===== config.mk =====
export PLATFORM = sky130hd
export DESIGN_NAME = regfile_csr
export DESIGN_NICKNAME = d
export VERILOG_FILES = /design/src/rtl/regfile_csr.sv
export SDC_FILE = /design/constraint.sdc
export NUM_CORES = 2
export LEC_CHECK = 0
export BUFFER_PORTS_ARGS = -buffer_cell sky130_fd_sc_hd__buf_2
export CORE_MARGIN = 2
export CORE_UTILIZATION = 40
export CTS_CLUSTER_DIAMETER = 150
export CTS_CLUSTER_SIZE = 8
export DETAILED_ROUTE_END_ITERATION = 6
export GPL_TIMING_DRIVEN = 0
export SYNTH_ARGS = -nofsm -noshare
export SYNTH_HDL_FRONTEND = slang
export SYNTH_SLANG_ARGS = --single-unit
export TNS_END_PERCENT = 50

===== constraint.sdc =====
create_clock -name clk -period 104.1 [get_ports clk]
set_input_delay 5.205 -clock clk [delete_from_list [all_inputs] [get_ports clk]]
set_output_delay 5.205 -clock clk [all_outputs]
set_load 0.02 [all_outputs]

===== src/rtl/regfile_csr.sv =====
// Write-back state sink: 32x32 GPR file, machine-mode CSRs and the 64-bit mcycle counter.
// Define WB_BYPASS_EN to forward same-cycle write-back data onto the read ports.
module regfile_csr #(
    parameter logic [31:0] MSTATUS_RST = 32'h0000_1800,
    parameter logic [31:0] ECALL_CAUSE = 32'd11
) (
    input  logic        clk,
    input  logic        rst,
    input  logic        wb_reg_wen,
    input  logic [4:0]  wb_rd,
    input  logic [31:0] wb_valD,
    input  logic [11:0] wb_csr_rd,
    input  logic [2:0]  wb_csr_sel,
    input  logic [31:0] wb_csr_wdata,
    input  logic [4:0]  rs1_addr,
    input  logic [4:0]  rs2_addr,
    input  logic [11:0] csr_raddr,
    output logic [31:0] rs1_data,
    output logic [31:0] rs2_data,
    output logic [31:0] csr_rdata,
    output logic [31:0] mtvec_o,
    output logic [31:0] mepc_o
);

    localparam logic [11:0] ADDR_MSTATUS = 12'h300;
    localparam logic [11:0] ADDR_MTVEC   = 12'h305;
    localparam logic [11:0] ADDR_MEPC    = 12'h341;
    localparam logic [11:0] ADDR_MCAUSE  = 12'h342;
    localparam logic [11:0] ADDR_MCYC_LO = 12'hB00;
    localparam logic [11:0] ADDR_MCYC_HI = 12'hB80;

    logic [31:0] gpr_r [32];
    logic [31:0] mstatus_r;
    logic [31:0] mtvec_r;
    logic [31:0] mepc_r;
    logic [31:0] mcause_r;
    logic [63:0] mcycle_r;
    logic [63:0] mcycle_inc_s;
    logic [63:0] mcycle_nxt_s;
    logic        csr_wr_s;
    logic        ecall_s;
    logic        mret_s;
    logic [31:0] csr_stored_s;

`ifdef WB_BYPASS_EN
    function automatic logic csr_implemented(input logic [11:0] addr);
        case (addr)
            ADDR_MSTATUS, ADDR_MTVEC, ADDR_MEPC,
            ADDR_MCAUSE, ADDR_MCYC_LO, ADDR_MCYC_HI: csr_implemented = 1'b1;
            default:                                 csr_implemented = 1'b0;
        endcase
    endfunction
`endif

    // Decode the write-back CSR op; reserved encodings behave as no-op
    always_comb begin
        csr_wr_s = 1'b0;
        ecall_s  = 1'b0;
        mret_s   = 1'b0;
        case (wb_csr_sel)
            3'b001:  csr_wr_s = 1'b1;
            3'b010:  ecall_s  = 1'b1;
            3'b100:  mret_s   = 1'b1;
            default: csr_wr_s = 1'b0;
        endcase
    end

    // GPR write port; x0 is never written
    always_ff @(posedge clk or posedge rst) begin
        if (rst) begin
            for (int i = 0; i < 32; i++) begin
                gpr_r[i] <= 32'd0;
            end
        end else if (wb_reg_wen && (wb_rd != 5'd0)) begin
            gpr_r[wb_rd] <= wb_valD;
        end
    end

    // Trap CSRs: explicit writes, ecall entry and mret exit (MIE is bit 3, MPIE bit 7)
    always_ff @(posedge clk or posedge rst) begin
        if (rst) begin
            mstatus_r <= MSTATUS_RST;
            mtvec_r   <= 32'd0;
            mepc_r    <= 32'd0;
            mcause_r  <= 32'd0;
        end else if (csr_wr_s) begin
            case (wb_csr_rd)
                ADDR_MSTATUS: mstatus_r <= wb_csr_wdata;
                ADDR_MTVEC:   mtvec_r   <= wb_csr_wdata;
                ADDR_MEPC:    mepc_r    <= wb_csr_wdata;
                ADDR_MCAUSE:  mcause_r  <= wb_csr_wdata;
                default:      mcause_r  <= mcause_r;
            endcase
        end else if (ecall_s) begin
            mepc_r    <= wb_csr_wdata;
            mcause_r  <= ECALL_CAUSE;
            mstatus_r <= {mstatus_r[31:8], mstatus_r[3], mstatus_r[6:4], 1'b0, mstatus_r[2:0]};
        end else if (mret_s) begin
            mstatus_r <= {mstatus_r[31:8], 1'b1, mstatus_r[6:4], mstatus_r[7], mstatus_r[2:0]};
        end
    end

    // mcycle next value: a written half takes the data, the other keeps the full 64-bit increment
    always_comb begin
        mcycle_inc_s = mcycle_r + 64'd1;
        mcycle_nxt_s = mcycle_inc_s;
        if (csr_wr_s && (wb_csr_rd == ADDR_MCYC_LO)) begin
            mcycle_nxt_s[31:0] = wb_csr_wdata;
        end else if (csr_wr_s && (wb_csr_rd == ADDR_MCYC_HI)) begin
            mcycle_nxt_s[63:32] = wb_csr_wdata;
        end else begin
            mcycle_nxt_s = mcycle_inc_s;
        end
    end

    // Free-running cycle counter
    always_ff @(posedge clk or posedge rst) begin
        if (rst) begin
            mcycle_r <= 64'd0;
        end else begin
            mcycle_r <= mcycle_nxt_s;
        end
    end

    // Read port 1
    always_comb begin
        rs1_data = 32'd0;
        if (rs1_addr == 5'd0) begin
            rs1_data = 32'd0;
`ifdef WB_BYPASS_EN
        end else if (wb_reg_wen && (wb_rd == rs1_addr)) begin
            rs1_data = wb_valD;
`endif
        end else begin
            rs1_data = gpr_r[rs1_addr];
        end
    end

    // Read port 2
    always_comb begin
        rs2_data = 32'd0;
        if (rs2_addr == 5'd0) begin
            rs2_data = 32'd0;
`ifdef WB_BYPASS_EN
        end else if (wb_reg_wen && (wb_rd == rs2_addr)) begin
            rs2_data = wb_valD;
`endif
        end else begin
            rs2_data = gpr_r[rs2_addr];
        end
    end

    // CSR read mux; unimplemented addresses read as zero
    always_comb begin
        csr_stored_s = 32'd0;
        case (csr_raddr)
            ADDR_MSTATUS: csr_stored_s = mstatus_r;
            ADDR_MTVEC:   csr_stored_s = mtvec_r;
            ADDR_MEPC:    csr_stored_s = mepc_r;
            ADDR_MCAUSE:  csr_stored_s = mcause_r;
            ADDR_MCYC_LO: csr_stored_s = mcycle_r[31:0];
            ADDR_MCYC_HI: csr_stored_s = mcycle_r[63:32];
            default:      csr_stored_s = 32'd0;
        endcase
    end

    // CSR and trap-vector outputs, forwarded from write-back when bypass is built in
    always_comb begin
        mtvec_o = mtvec_r;
`ifdef WB_BYPASS_EN
        if (csr_wr_s && (wb_csr_rd == csr_raddr) && csr_implemented(csr_raddr)) begin
            csr_rdata = wb_csr_wdata;
        end else begin
            csr_rdata = csr_stored_s;
        end
        if (ecall_s) begin
            mepc_o = wb_csr_wdata;
        end else begin
            mepc_o = mepc_r;
        end
`else
        csr_rdata = csr_stored_s;
        mepc_o    = mepc_r;
`endif
    end

endmodule


==> results.md <==
* CP max stage cell: buf_1
* CTS tree: done
* CTS clock-pin slew for the worst setup and hold paths at 0.05 ns
* Critical path's top delay family: buffers and inverters
* Vias in the first global route at 44200
* DR vias at about 43000
* Initial core utilization at 0.401
* Highest Clock Rate at 0.0676 GHz
* Gpl congestion at 0.919
* Arrival time at the worst endpoint at roughly 9.6 ns
* Vias per std cell at between 6 and 7
* Worst Hold Margin at around 0.47 ns
* Post-Synth XOR/XNOR Area at 0.00538
* Layout cell share with drive strength beyond 1 at 0.452
* Outcome: finished with violations
* Synth area leader: dfrtp_1
* Crit Path Class: input pin to primary output
* Synth Instances at around 4400
* Setup Skew at 0.0163 ns
* Total power at 1.38 mW
* Synthesized cell area at 63400 um^2
* CP max FO at 10
* Crit path buffers/inverters at 5
* Nets at just under 5000
* Compound-Gate Fraction of Synth Area at 0.0499
* Syn Area/Cell at approximately 15 um^2
* HPWL Detailed at 157000 um
* Gr ovfl total at 0
* Synth cell types at 48
* Period utilization at 0.142
* Initial DRC count at slightly above 4000
* Post-Synthesis Net Count at 4480
* Top cells by area, synth: dfrtp_1 48%, mux2_2 20%, mux4_2 18%, clkbuf_1 2.0%, a22oi_1 1.5%
* First-pass GRT wire length at 312000 um
* Maximum vdd drop at 0.0000171 V
* Initial antenna violation count at 20
* Fraction of registers with async set/reset at 1.00
* Synth warnings at 0
* Total CTS buffers at 169
* Clock latency on the worst-skew pair at about 0.8 ns
* Adder-Cell Fraction of Synth Area at 0.000197
* Max clock buf depth at 3
* Most common cell after layout, fill and taps aside: dfrtp_1
* CTS H-tree lvls at 4
* Post-Layout Cell Count at 6914
* RSZ-0062 raised after global routing: false
* DIE AREA at 162000 um^2
* Simple-gate area share of the yosys netlist at 0.0370
* Crit start category: input pin
* Final min period at 14.79 ns
* Post-CTS setup buffers at 0
* Largest family of logic cells by synthesized area: multiplexers
* Area of the core at between 150000 and 200000 um^2
* Synthesis-to-layout area growth at 13.9%
* DR pass1 iterations at 7
* Clk sink count at 1216
* Die extent in x at 402 um
* Largest net degree at the start of global routing at 130
* CP Cell Sequence: clkbuf_1, clkbuf_1, buf_1, buf_1, mux4_2, a22oi_1, a31oi_1, buf_2
* EDFF count, synth at 0
* Placed insts at 6715
* Power per Cell Area at 19.1 nW/um^2
* ANT nets after route at 0
* Slew @ Worst Pin at 1.52 ns
* Global router's overall resource usage at 0.265
* Core Rows at 146
* I/O Pins at around 270
* Most frequent cells in the layout: 1214 x dfrtp_1, 1117 x mux2_2, 512 x mux4_2
* Port Buf Inserts at roughly 260
* Sequential share of the synthesized area at 0.480
* Drt wl/cell at 31.2 um
* Yosys top cell area share at 0.479
* Primary FF master, synth: dfrtp_1
* Pre-CTS WS at between 80 and 90 ns
* Final worst slack at 89.31 ns
* CP Capture Type: primary output
* Post-CTS sizing at 0
* #FFs+latches synth at about 1200
* # Max-Cap Violations at 2
* Final-report setup violation count at 0
* Max incr delay on CP at about 0.94 ns
* Height of the die at between 400 and 500 um
* Failing checks: max-capacitance violations, max-slew violations
* Mux contribution to synthesized area at 0.398
* Drt drc at 0
* HP Class: flop to flop
* Hold Buf Count CTS at 0
* Leakage Power at 31.2 nW
* Fin. Hold Viols at 0
* Crit path required time at 98.89 ns
* Final setup TNS at 0 ns
* Final slew viol count at 11
* Clock tree root buffer cell: clkbuf_16
* Slew margin rel. at -0.0108
* Post-Route WL at 215000 um
==> registers in the layout, indices dropped and copies added, names as in the netlist <==
signal and cells:
gpr_r 1024, mstatus_r 32, mepc_o 32, mcause_r 32, mtvec_o 32, mcycle_r 64
==> power by group <==
group | switching [mW] | internal (mW)
registers | 0.0580 | 0.554
logic | 0.117 | 0.147
clock network | 0.211 | 0.292
==> synthesized netlist by cell type (all sizes together) (64+ instances only) <==
library cell  instances
mux2i                71
mux2               1146
dfrtp              1214
nand2               157
nor2                 65
o22ai                64
a211o                64
a31oi                89
mux4                512
clkbuf              334
buf                 125
a22oi               129
==> worst reg2reg max path, delay by kind of cell (launching register included) <==
kind | cells | cell delay [ns]
AND/OR/NAND/NOR | 4 | 2.47
flip-flops | 1 | 0.44
AO/OA/AOI/OAI | 1 | 0.18
==> metal layers <==
metal  track usage  vias up  share of wire
met5             0        -        0.00049
met1         0.343    22900           0.40
met2         0.424     1955           0.47
met4         0.122       16          0.049
li1              -    17800              -
met3        0.0625      524          0.080
==> through the flow <==
step	utilization	instance area, um^2
after CTS	0.457	72200
after detailed placement	0.428	67700
final	0.457	72300
after global routing	0.457	72200
after floorplan	-	63400
after global placement	0.426	67300
==> final timing paths <==
path,startpoint,endpoint,slack [ns],cells past startpoint
max,rs2_addr[1],rs2_data[19],89.31,8
min,gpr_r[1018]$_DFFE_PP0P_,gpr_r[1018]$_DFFE_PP0P_,0.47,1
max reg2reg,mcycle_r[10]$_DFF_PP0_,mcycle_r[63]$_DFF_PP0_,100.95,5
min reg2reg,gpr_r[1018]$_DFFE_PP0P_,gpr_r[1018]$_DFFE_PP0P_,0.47,1
max in group asynchronous,rst,gpr_r[61]$_DFFE_PP0P_,97.15,6
min in group asynchronous,rst,mepc_o[17]$_DFFE_PP0P_,4.44,2
==> area by class of cell <==
cell class	instances	area, um^2
clock buffers	177	4320
well taps	2072	2590
flip-flops and latches	1216	30400
fillers	14100	85700
repair buffers	273	1610
multi-input cells	2676	31100
clock inverters	10	260
plain buffers	459	1820
diodes	12	30.0
inverters	19	78.8
==> kinds of logic (layout without fill, tap and decap cells) <==
kind of cell | Yosys count | count (layout)
and+or+nand+nor | 462 | 462
muxes | 1729 | 1729
AOI/OAI and AO/OA | 445 | 445
other | 0 | 12
xor gates and xnor gates | 39 | 39
buffers and inverters | 478 | 938
DFF | 1216 | 1216
adders and majority gates | 1 | 1
No activity file was read; power rests on OpenSTA's default activity.
